`src/rtl/axi_hp_stream_writer_if.sv`:
```
// AXI3 HP port bundle between a write master and a Zynq HP slave.
// Parameter ID_WIDTH sizes the AXI ID fields on every channel.
// Modports: master (drives AW/W/AR, bready and rready) and slave (the opposite).
interface axi_hp_interface #(
    parameter int ID_WIDTH = 6
);
    logic [ID_WIDTH-1:0] awid;
    logic [31:0]         awaddr;
    logic [3:0]          awlen;
    logic [2:0]          awsize;
    logic [1:0]          awburst;
    logic [1:0]          awlock;
    logic [3:0]          awcache;
    logic [2:0]          awprot;
    logic [3:0]          awqos;
    logic                awvalid;
    logic                awready;

    logic [ID_WIDTH-1:0] wid;
    logic [63:0]         wdata;
    logic [7:0]          wstrb;
    logic                wlast;
    logic                wvalid;
    logic                wready;

    logic [ID_WIDTH-1:0] bid;
    logic [1:0]          bresp;
    logic                bvalid;
    logic                bready;

    logic [ID_WIDTH-1:0] arid;
    logic [31:0]         araddr;
    logic [3:0]          arlen;
    logic [2:0]          arsize;
    logic [1:0]          arburst;
    logic [1:0]          arlock;
    logic [3:0]          arcache;
    logic [2:0]          arprot;
    logic [3:0]          arqos;
    logic                arvalid;
    logic                arready;

    logic [ID_WIDTH-1:0] rid;
    logic [63:0]         rdata;
    logic [1:0]          rresp;
    logic                rlast;
    logic                rvalid;
    logic                rready;

    modport master (
        output awid, awaddr, awlen, awsize, awburst, awlock, awcache, awprot, awqos, awvalid,
        input  awready,
        output wid, wdata, wstrb, wlast, wvalid,
        input  wready,
        input  bid, bresp, bvalid,
        output bready,
        output arid, araddr, arlen, arsize, arburst, arlock, arcache, arprot, arqos, arvalid,
        input  arready,
        input  rid, rdata, rresp, rlast, rvalid,
        output rready
    );

    modport slave (
        input  awid, awaddr, awlen, awsize, awburst, awlock, awcache, awprot, awqos, awvalid,
        output awready,
        input  wid, wdata, wstrb, wlast, wvalid,
        output wready,
        output bid, bresp, bvalid,
        input  bready,
        input  arid, araddr, arlen, arsize, arburst, arlock, arcache, arprot, arqos, arvalid,
        output arready,
        output rid, rdata, rresp, rlast, rvalid,
        input  rready
    );
endinterface

```
`src/rtl/axi_hp_stream_writer.sv`:
```
// Streaming write master: buffers a 64-bit valid/ready stream in a FWFT FIFO and
// writes it into a DDR ring buffer as fixed-length AXI3 INCR bursts, one burst
// outstanding at a time.
// Ports: clk/resetn (async active-low), enable (recording level), base_addr/size_bytes
// (ring geometry), s_data/s_valid/s_ready (input stream), wr_ptr/wrap_cnt/err/busy
// (status), m (AXI HP master port).
//
// state  | meaning
// IDLE   | waiting for a full burst in the FIFO while enabled
// ADDR   | awvalid held until awready
// DATA   | streaming FIFO head on W, wlast on the final beat
// RESP   | bready held until bvalid; ring offset advances on the handshake
module axi_hp_stream_writer #(
    parameter int ID_WIDTH   = 6,
    parameter int AXI_ID     = 0,
    parameter int BURST_LEN  = 16,
    parameter int FIFO_DEPTH = 32
) (
    input  logic        clk,
    input  logic        resetn,
    input  logic        enable,
    input  logic [31:0] base_addr,
    input  logic [31:0] size_bytes,
    input  logic [63:0] s_data,
    input  logic        s_valid,
    output logic        s_ready,
    output logic [31:0] wr_ptr,
    output logic [15:0] wrap_cnt,
    output logic        err,
    output logic        busy,
    axi_hp_interface.master m
);
    localparam int AW = $clog2(FIFO_DEPTH);
    localparam int CW = AW + 1;
    localparam logic [31:0] BURST_BYTES = 32'(BURST_LEN * 8);

    localparam logic [1:0] S_IDLE = 2'd0;
    localparam logic [1:0] S_ADDR = 2'd1;
    localparam logic [1:0] S_DATA = 2'd2;
    localparam logic [1:0] S_RESP = 2'd3;

    logic [1:0]    state;
    logic [63:0]   mem [FIFO_DEPTH];
    logic [AW-1:0] wr_idx, rd_idx, wr_base, rd_base;
    logic [CW-1:0] count, cnt_base, count_n;
    logic          push, pop, flush, b_hs, launch;
    logic          en_q, start_req, start_pend;
    logic          aw_valid_q, w_valid_q, w_last_q, b_ready_q;
    logic [31:0]   aw_addr_q, offset, off_adv;
    logic [3:0]    beat;

    assign push      = s_valid && s_ready;
    assign pop       = (state == S_DATA) && w_valid_q && m.wready;
    assign b_hs      = (state == S_RESP) && b_ready_q && m.bvalid;
    assign start_req = enable && !en_q;
    // A start seen mid-burst is deferred and lands on the B handshake, so the
    // FSM re-enters IDLE with the ring and FIFO already cleared.
    assign flush     = ((state == S_IDLE) || b_hs) && (start_req || start_pend);
    assign launch    = (state == S_IDLE) && enable && !flush && (count >= CW'(BURST_LEN));
    assign off_adv   = offset + BURST_BYTES;

    // A push in the flush cycle is kept as the first word of the new recording.
    always_comb begin
        wr_base  = flush ? '0 : wr_idx;
        rd_base  = flush ? '0 : rd_idx;
        cnt_base = flush ? '0 : count;
        count_n  = cnt_base + CW'(push) - CW'(pop);
    end

    always_ff @(posedge clk) begin
        if (push) mem[wr_base] <= s_data;
    end

    always_ff @(posedge clk or negedge resetn) begin
        if (!resetn) begin
            wr_idx     <= '0;
            rd_idx     <= '0;
            count      <= '0;
            s_ready    <= 1'b0;
            en_q       <= 1'b0;
            start_pend <= 1'b0;
            offset     <= '0;
            wrap_cnt   <= '0;
            err        <= 1'b0;
        end else begin
            wr_idx  <= wr_base + AW'(push);
            rd_idx  <= rd_base + AW'(pop);
            count   <= count_n;
            s_ready <= (count_n != CW'(FIFO_DEPTH));
            en_q    <= enable;
            if (flush)          start_pend <= 1'b0;
            else if (start_req) start_pend <= 1'b1;
            if (flush) begin
                offset   <= '0;
                wrap_cnt <= '0;
                err      <= 1'b0;
            end else if (b_hs) begin
                if (off_adv == size_bytes) begin
                    offset <= '0;
                    if (wrap_cnt != 16'hFFFF) wrap_cnt <= wrap_cnt + 16'd1;
                end else begin
                    offset <= off_adv;
                end
                if (m.bresp != 2'b00) err <= 1'b1;
            end
        end
    end

    always_ff @(posedge clk or negedge resetn) begin
        if (!resetn) begin
            state      <= S_IDLE;
            aw_valid_q <= 1'b0;
            aw_addr_q  <= '0;
            w_valid_q  <= 1'b0;
            w_last_q   <= 1'b0;
            b_ready_q  <= 1'b0;
            beat       <= '0;
        end else begin
            case (state)
                S_IDLE: if (launch) begin
                    aw_valid_q <= 1'b1;
                    aw_addr_q  <= base_addr + offset;
                    state      <= S_ADDR;
                end
                S_ADDR: if (m.awready) begin
                    aw_valid_q <= 1'b0;
                    w_valid_q  <= 1'b1;
                    w_last_q   <= 1'b0;
                    beat       <= '0;
                    state      <= S_DATA;
                end
                S_DATA: if (m.wready) begin
                    if (w_last_q) begin
                        w_valid_q <= 1'b0;
                        w_last_q  <= 1'b0;
                        b_ready_q <= 1'b1;
                        state     <= S_RESP;
                    end else begin
                        beat     <= beat + 4'd1;
                        w_last_q <= (beat == 4'(BURST_LEN - 2));
                    end
                end
                default: if (m.bvalid) begin
                    b_ready_q <= 1'b0;
                    state     <= S_IDLE;
                end
            endcase
        end
    end

    assign busy   = (state != S_IDLE);
    assign wr_ptr = offset;

    assign m.awid    = ID_WIDTH'(AXI_ID);
    assign m.awaddr  = aw_addr_q;
    assign m.awlen   = 4'(BURST_LEN - 1);
    assign m.awsize  = 3'b011;
    assign m.awburst = 2'b01;
    assign m.awlock  = 2'b00;
    assign m.awcache = 4'b0011;
    assign m.awprot  = 3'b000;
    assign m.awqos   = 4'b0000;
    assign m.awvalid = aw_valid_q;

    assign m.wid    = ID_WIDTH'(AXI_ID);
    assign m.wdata  = mem[rd_idx];
    assign m.wstrb  = 8'hFF;
    assign m.wlast  = w_last_q;
    assign m.wvalid = w_valid_q;
    assign m.bready = b_ready_q;

    assign m.arid    = '0;
    assign m.araddr  = '0;
    assign m.arlen   = '0;
    assign m.arsize  = '0;
    assign m.arburst = '0;
    assign m.arlock  = '0;
    assign m.arcache = '0;
    assign m.arprot  = '0;
    assign m.arqos   = '0;
    assign m.arvalid = 1'b0;
    assign m.rready  = 1'b0;

    logic unused_sink;
    assign unused_sink = ^{m.bid, m.arready, m.rid, m.rdata, m.rresp, m.rlast, m.rvalid};
endmodule
```
`src/flat_wrapper.sv`:
```
// flat-port wrapper written by rule: the top's interface ports become plain ports
module axi_hp_stream_writer_flat 
#(
    parameter int ID_WIDTH   = 6,
    parameter int AXI_ID     = 0,
    parameter int BURST_LEN  = 16,
    parameter int FIFO_DEPTH = 32
)
  (clk, resetn, enable, base_addr, size_bytes, s_data, s_valid, s_ready, wr_ptr, wrap_cnt, err, busy, m_awid, m_awaddr, m_awlen, m_awsize, m_awburst, m_awlock, m_awcache, m_awprot, m_awqos, m_awvalid, m_awready, m_wid, m_wdata, m_wstrb, m_wlast, m_wvalid, m_wready, m_bid, m_bresp, m_bvalid, m_bready, m_arid, m_araddr, m_arlen, m_arsize, m_arburst, m_arlock, m_arcache, m_arprot, m_arqos, m_arvalid, m_arready, m_rid, m_rdata, m_rresp, m_rlast, m_rvalid, m_rready);
  axi_hp_interface #(.ID_WIDTH(ID_WIDTH)) m_i ();
  input  logic clk;
  input  logic resetn;
  input  logic enable;
  input  logic [31:0] base_addr;
  input  logic [31:0] size_bytes;
  input  logic [63:0] s_data;
  input  logic s_valid;
  output logic s_ready;
  output logic [31:0] wr_ptr;
  output logic [15:0] wrap_cnt;
  output logic err;
  output logic busy;
  output wire logic [$bits(m_i.awid)-1:0] m_awid;
  output wire logic [$bits(m_i.awaddr)-1:0] m_awaddr;
  output wire logic [$bits(m_i.awlen)-1:0] m_awlen;
  output wire logic [$bits(m_i.awsize)-1:0] m_awsize;
  output wire logic [$bits(m_i.awburst)-1:0] m_awburst;
  output wire logic [$bits(m_i.awlock)-1:0] m_awlock;
  output wire logic [$bits(m_i.awcache)-1:0] m_awcache;
  output wire logic [$bits(m_i.awprot)-1:0] m_awprot;
  output wire logic [$bits(m_i.awqos)-1:0] m_awqos;
  output wire logic [$bits(m_i.awvalid)-1:0] m_awvalid;
  input wire logic [$bits(m_i.awready)-1:0] m_awready;
  output wire logic [$bits(m_i.wid)-1:0] m_wid;
  output wire logic [$bits(m_i.wdata)-1:0] m_wdata;
  output wire logic [$bits(m_i.wstrb)-1:0] m_wstrb;
  output wire logic [$bits(m_i.wlast)-1:0] m_wlast;
  output wire logic [$bits(m_i.wvalid)-1:0] m_wvalid;
  input wire logic [$bits(m_i.wready)-1:0] m_wready;
  input wire logic [$bits(m_i.bid)-1:0] m_bid;
  input wire logic [$bits(m_i.bresp)-1:0] m_bresp;
  input wire logic [$bits(m_i.bvalid)-1:0] m_bvalid;
  output wire logic [$bits(m_i.bready)-1:0] m_bready;
  output wire logic [$bits(m_i.arid)-1:0] m_arid;
  output wire logic [$bits(m_i.araddr)-1:0] m_araddr;
  output wire logic [$bits(m_i.arlen)-1:0] m_arlen;
  output wire logic [$bits(m_i.arsize)-1:0] m_arsize;
  output wire logic [$bits(m_i.arburst)-1:0] m_arburst;
  output wire logic [$bits(m_i.arlock)-1:0] m_arlock;
  output wire logic [$bits(m_i.arcache)-1:0] m_arcache;
  output wire logic [$bits(m_i.arprot)-1:0] m_arprot;
  output wire logic [$bits(m_i.arqos)-1:0] m_arqos;
  output wire logic [$bits(m_i.arvalid)-1:0] m_arvalid;
  input wire logic [$bits(m_i.arready)-1:0] m_arready;
  input wire logic [$bits(m_i.rid)-1:0] m_rid;
  input wire logic [$bits(m_i.rdata)-1:0] m_rdata;
  input wire logic [$bits(m_i.rresp)-1:0] m_rresp;
  input wire logic [$bits(m_i.rlast)-1:0] m_rlast;
  input wire logic [$bits(m_i.rvalid)-1:0] m_rvalid;
  output wire logic [$bits(m_i.rready)-1:0] m_rready;
  assign m_awid = m_i.awid;
  assign m_awaddr = m_i.awaddr;
  assign m_awlen = m_i.awlen;
  assign m_awsize = m_i.awsize;
  assign m_awburst = m_i.awburst;
  assign m_awlock = m_i.awlock;
  assign m_awcache = m_i.awcache;
  assign m_awprot = m_i.awprot;
  assign m_awqos = m_i.awqos;
  assign m_awvalid = m_i.awvalid;
  assign m_i.awready = m_awready;
  assign m_wid = m_i.wid;
  assign m_wdata = m_i.wdata;
  assign m_wstrb = m_i.wstrb;
  assign m_wlast = m_i.wlast;
  assign m_wvalid = m_i.wvalid;
  assign m_i.wready = m_wready;
  assign m_i.bid = m_bid;
  assign m_i.bresp = m_bresp;
  assign m_i.bvalid = m_bvalid;
  assign m_bready = m_i.bready;
  assign m_arid = m_i.arid;
  assign m_araddr = m_i.araddr;
  assign m_arlen = m_i.arlen;
  assign m_arsize = m_i.arsize;
  assign m_arburst = m_i.arburst;
  assign m_arlock = m_i.arlock;
  assign m_arcache = m_i.arcache;
  assign m_arprot = m_i.arprot;
  assign m_arqos = m_i.arqos;
  assign m_arvalid = m_i.arvalid;
  assign m_i.arready = m_arready;
  assign m_i.rid = m_rid;
  assign m_i.rdata = m_rdata;
  assign m_i.rresp = m_rresp;
  assign m_i.rlast = m_rlast;
  assign m_i.rvalid = m_rvalid;
  assign m_rready = m_i.rready;
  axi_hp_stream_writer #(.ID_WIDTH(ID_WIDTH), .AXI_ID(AXI_ID), .BURST_LEN(BURST_LEN), .FIFO_DEPTH(FIFO_DEPTH)) u_core (.clk(clk), .resetn(resetn), .enable(enable), .base_addr(base_addr), .size_bytes(size_bytes), .s_data(s_data), .s_valid(s_valid), .s_ready(s_ready), .wr_ptr(wr_ptr), .wrap_cnt(wrap_cnt), .err(err), .busy(busy), .m(m_i));
endmodule
```
`config.mk`:
```
export PLATFORM = sky130hd
export DESIGN_NAME = axi_hp_stream_writer_flat
export DESIGN_NICKNAME = d
export VERILOG_FILES = /design/src/rtl/axi_hp_stream_writer_if.sv /design/src/rtl/axi_hp_stream_writer.sv /design/src/flat_wrapper.sv
export SDC_FILE = /design/constraint.sdc
export NUM_CORES = 2
export LEC_CHECK = 0
export ABC_AREA = 1
export BUFFER_PORTS_ARGS = -buffer_cell sky130_fd_sc_hd__buf_2
export CAP_MARGIN = 5
export CORE_ASPECT_RATIO = 0.9
export CORE_MARGIN = 2
export CORE_UTILIZATION = 55
export CTS_BUF_LIST = sky130_fd_sc_hd__clkbuf_8 sky130_fd_sc_hd__clkbuf_16
export DETAILED_ROUTE_END_ITERATION = 12
export PLACE_DENSITY = 0.83
export SKIP_LAST_GASP = 1
export SLEW_MARGIN = 40
export SYNTH_ARGS = -nofsm -noshare
export SYNTH_HDL_FRONTEND = slang
export SYNTH_SLANG_ARGS = --single-unit
export TNS_END_PERCENT = 10
```
`constraint.sdc`:
```
create_clock -name clk -period 4.5 [get_ports clk]
set_input_delay 1.125 -clock clk [delete_from_list [all_inputs] [get_ports clk]]
set_output_delay 1.125 -clock clk [all_outputs]
set_load 0.02 [all_outputs]
```
* Yosys cells after proc, flatten, opt, wreduce, memory -nomap -nowiden
Memories as Yosys holds them, arrays and structs flattened. Index checks and enable logic that the tools add are counted. W data, S select, Z words.
Cells by class: add/sub/neg operators 8, $mul 0, div/mod/pow operators 0, magnitude comparators 1, eq/ne operators 12, shift operators 0, multiplexer cells 41, bitwise operators 1, reduce and logical (&&, ||, !) cells 36
Operator list (number):
- $mux W32 | 3
- $mux W16 | 4
- $add A32 B32 Y32 | 1
- $add A32 B8 Y32 const B | 1
- $eq A32 B32 Y1 | 1
- $reduce_bool A2 Y1 | 10
- $mux W1 | 17
- $add A16 B1 Y16 const B | 1
- $ne A16 B16 Y1 const B | 1
- $mux W4 | 3
- $reduce_and A4 Y1 | 3
- $add A5 B1 Y5 | 2
- $logic_and A1 B1 Y1 | 10
- $mux W2 | 5
- $mux W5 | 2
- $reduce_and A3 Y1 | 3
- $pmux W1 S2 | 4
- $pmux W4 S2 | 1
- $add A6 B1 Y6 | 1
- $ge A6 B5 Y1 const B | 1
- $mux W6 | 1
- $ne A2 B2 Y1 const B | 3
- $ne A6 B6 Y1 const B | 1
- $pmux W2 S3 | 1
- other kinds (14) | 19
Storage, ports and cells: register bits after elaboration 110, latch bits 0, RAM bits 2048, memory bits (read-only) 0, logic and storage cells 116, memories kept 1
Memories:
- u_core.mem | words 32, bits a word 64, rd ports 1, clocked after memory_dff 0, wr ports 1, line axi_hp_stream_writer.sv:43 | logic [63:0] mem [FIFO_DEPTH];

* Logic depth before layout (Yosys ltp)
depth in word-level cells 10, depth in mapped cells 18

* Worst setup path before layout
OpenSTA, ideal clock, no wires.
path kind input port to flip-flop, from input port enable, to memory u_core.mem[0][0], enable pin, data arrival time 4928 ps, slack -914 ps, cell stages on the path 10, buffers on the path 1, cell sequence inv_1 nor2_1 nor2_1 inv_1 nand2_1 clkinv_1 nor2_1 or3_1 clkbuf_1 nor2_1
Between the ends: cells in the longest elaborated chain, start to end 4
RTL lines:
- start: declaration | line flat_wrapper.sv:13 | input logic enable;
- $logic_and A1 B1 Y1 | line axi_hp_stream_writer.sv:55 | assign start_req = enable && !en_q;
- $logic_or A1 B1 Y1 | line axi_hp_stream_writer.sv:58 | assign flush = ((state == S_IDLE) || b_hs) && (start_req || start_pend);
- $logic_and A1 B1 Y1 | line axi_hp_stream_writer.sv:58
- $mux W5 | line axi_hp_stream_writer.sv:64 | wr_base = flush ? '0 : wr_idx;
- end: declaration | line axi_hp_stream_writer.sv:43
Every way passes these cells.

* Worst setup path in the final report
from register u_core.rd_idx[0], to output port m_wdata[9]
Between the ends: cells in the longest elaborated chain, start to end 1
RTL lines:
- start: declaration | line axi_hp_stream_writer.sv:44 | logic [AW-1:0] wr_idx, rd_idx, wr_base, rd_base;
- start signal: assignment | line axi_hp_stream_writer.sv:87 | rd_idx <= rd_base + AW'(pop);
- $mem_v2 Z32 W64
- end: declaration | line flat_wrapper.sv:35 | output wire logic [$bits(m_i.wdata)-1:0] m_wdata;
Every way passes these cells.

==> reports/qor.csv <==
stage,metric,value,unit
yosys,synth_seq_cells,2151,
yosys,synth-async-reset-ratio,4.788,%
clock_network,clock_sinks,2151,
clock_network,postCtsHoldBufs,0,
critical_path,worst-setup-path-type,reg -> out,
finish,drive_gt1_share,10.89,%
floorplan,num_io_pins,473,
sta,tightestPinTransition,958.4,ps
pwr,p_leak,33.72,nW
yosys,synth_edf_count,2048,
sta,slew_violations,0,
yosys,synthTopCellsByCount,"edfxtp_1 (2048), nor2_1 (1441), o21ai_0 (1303), o22ai_1 (613), nand2_1 (536)",
global_routing,grt_use_total,29.25,%
global_routing,grt_use_met1,37.68,%
sta,relSlewSlack,36.11,%
critical_path,worst-endpoint-required,3380,ps
global_routing,antenna_found_initial,17,
clock_network,clk_path_buf_depth,3,
sta,fin_skew,120.4,ps
global_routing,first_global_vias,59160,
global_routing,grt_use_met2,46.46,%
outcome,status,"finished, violations left",
floorplan,start_util,55.57,%
floorplan,core,157600,um^2
outcome,violations,negative setup slack,
floorplan,rows,138,
sta,fin_ws,-109.5,ps
critical_path,cp_max_fo,81,
sta,layout_min_cycle_time,4609,ps
critical_path,slowest_stage,dfrtp_4,
critical_path,end_kind,primary output,
sta,period_share,102.4,%
yosys,synth_top_area_cell,edfxtp_1,
pwr,power_density,603.8,nW/um^2
yosys,synth_warnings,0,
global_routing,grt-busiest-layer,met2,
drt,post_drt_via_cell_ratio,6.485,
floorplan,die-height,382.6,um
yosys,syn_area,87600,um^2
finish,nNetsFinal,7581,
yosys,synth_cell_types,47,
clock_network,cts_buffers,198,
pwr,finalPower,59.68,mW
clock_network,h-tree-depth,4,
sta,final-setup-viol-count,3,
drt,antenna_left,0,
finish,area_delta_synth_final,12.82,%
critical_path,crit_arrival,3480,ps
yosys,synthCells,7124,
yosys,ys_seq_area_share,73.14,%
pwr,peakVddDrop,616.3,uV
critical_path,start_kind,register,
floorplan,die_w,424.7,um
drt,detail_route.wl_per_cell,25.75,um
yosys,synth_top_area_share,70.20,%
drt,vias,62240,
floorplan,die_area,162500,um^2
drt,drt_iter0_markers,10570,
clock_network,clk_pin_slew,60,ps
yosys,ys.flop_type,edfxtp_1,
sta,hold_violations,0,
placed_design,port_buffers,280,
global_routing,use_met3,6.663,%
clock_network,cts_tree,done,
sta,clock.fmax,0.2169,GHz
drt,drc_errors,0,
placed_design,routabilityCongestion,0.8792,
drt,routed_wl,247.1,mm
critical_path,cp_cell_sequence,buf_6 -> buf_12 -> o21ai_0 -> o22ai_1 -> o21ai_0 -> o22ai_1 -> nand2_1 -> nand2_1 -> buf_2,
sta,grt_setup_unrepaired,true,
clock_network,clkLatencyLatePin,870,ps
yosys,yosysMostFrequentCell,edfxtp_1,
drt,dr.pass1.iters,7,
yosys,synthTopCellsByArea,"edfxtp_1 (70%), o21ai_0 (7.4%), nor2_1 (6.2%)",
min_path,hold_class,in -> async,
global_routing,grt_first_pass_wirelength,358.6,mm
yosys,syn_area_per_cell,12.30,um^2
flow_run,max_cap_violations,0,
critical_path,max_stage_delay,470,ps
global_routing,grt-ovfl-total,0,
clock_network,root_buffer,clkbuf_16,
placed_design,hpwlAfterDp,126.8,mm
sta,tns,-186.5,ps
global_routing,grt_start_max_net_pins,131,
timing repair:
item / in CTS / in global routing
gates cloned: 0 / 4
resized for setup: 6 / 12
buffers inserted: 0 / 4
endpoints found under the setup margin: 42 / 53
cells in the final DEF, fill, tap and decap left out, drive strengths merged, types with 2 or more instances in the layout:
cell type / count
bufinv: 21
clkbuf: 203
nand3b: 10
o21bai: 7
nor3: 11
clkinvlp: 9
ha: 42
nand3: 106
a31oi: 9
o32ai: 31
xor2: 25
nand4: 27
a211oi: 4
o31ai: 3
o21ai: 1313
dfrtp: 103
nor4: 6
o21a: 2
diode: 10
nand2: 541
o22ai: 613
xnor2: 8
and2: 2
a21oi: 36
or2: 11
buf: 449
edfxtp: 2048
clkinv: 97
inv: 178
conb: 111
nor2: 1454
cell families after synthesis:
logic type      share of synthesized area [%]
simple gates                            9.733
flops                                   73.14
compound gates                          12.63
buf+inv                                 3.529
fa+ha+maj                              0.6227
xor+xnor                               0.3299
other cells                          0.008573
critical path: cells and delay by family, from the launching register on:
kind | cells | cell delay, ps
and+or+nand+nor | 2 | 460
DFF | 1 | 470
buffers and inverters | 3 | 840
AOI/OAI and AO/OA | 4 | 920
flip-flops by register name, summed over array words and instances (netlist names):
name and cells:
u_core.mem 2048, u_core.m.awaddr 32, u_core.wr_ptr 25, u_core.wrap_cnt 16, u_core.count 6, u_core.rd_idx 5, u_core.wr_idx 5, u_core.beat 4
u_core.state 2, u_core.en_q 1, u_core.err 1, u_core.m.awvalid 1, u_core.m.bready 1, u_core.m.wlast 1, u_core.m.wvalid 1, u_core.s_ready 1
u_core.start_pend 1
metrics by stage:
stage          worst slack (ps)  instances  area [um^2]  hold slack (ps)  util, %
3_5_place_dp              257.9       9212        92030            454.0    58.38
6_report                 -109.5       9597        98830            351.1    62.70
2_1_floorplan            -914.3       7233        88010            452.2        -
4_1_cts                  -77.49       9579        98610            322.5    62.55
3_3_place_gp              295.5       9212        92030            449.1    58.38
5_1_grt                  -170.5       9591        98820            363.4    62.69
path summary, 6_finish.rpt:
kind                                    startpoint                 end  slack (ps)  depth (start not counted)
max in group asynchronous                   resetn  u_core.m.awaddr[7]        3370                          2
worst max register to register     u_core.state[0]   u_core.mem[5][56]         660                         10
worst min-delay path                        resetn    u_core.wr_idx[0]         350                          1
worst min register to register  u_core.m.awaddr[1]  u_core.m.awaddr[1]         470                          2
min in group clk                u_core.m.awaddr[1]  u_core.m.awaddr[1]         470                          2
worst max-delay path              u_core.rd_idx[0]          m_wdata[9]        -110                          9
layout make-up:
type | count | area (um^2)
flip-flops and latches | 2151 | 64100
fillers | 10590 | 58810
multi-input cells | 4379 | 21090
clock buffers | 199 | 4980
repair buffers | 453 | 3870
well taps | 2100 | 2628
clock inverters | 168 | 1575
inverters | 136 | 564.3
diodes | 10 | 25.02
repair inverters | 1 | 11.26
where the power goes:
group	total (mW)	internal, mW	leakage, nW	switching (mW)
clock network	16.9	9.32	3.32	7.53
logic	19.1	5.57	10.6	13.5
registers	23.7	23.3	19.8	0.429
routing by layer:
layer | routed length [um] | part of all wire (%)
met1 | 83680 | 34
met2 | 115600 | 47
met3 | 34270 | 14
met4 | 13450 | 5.4
met5 | 71 | 0.029
(Power assumes the default switching activity.)
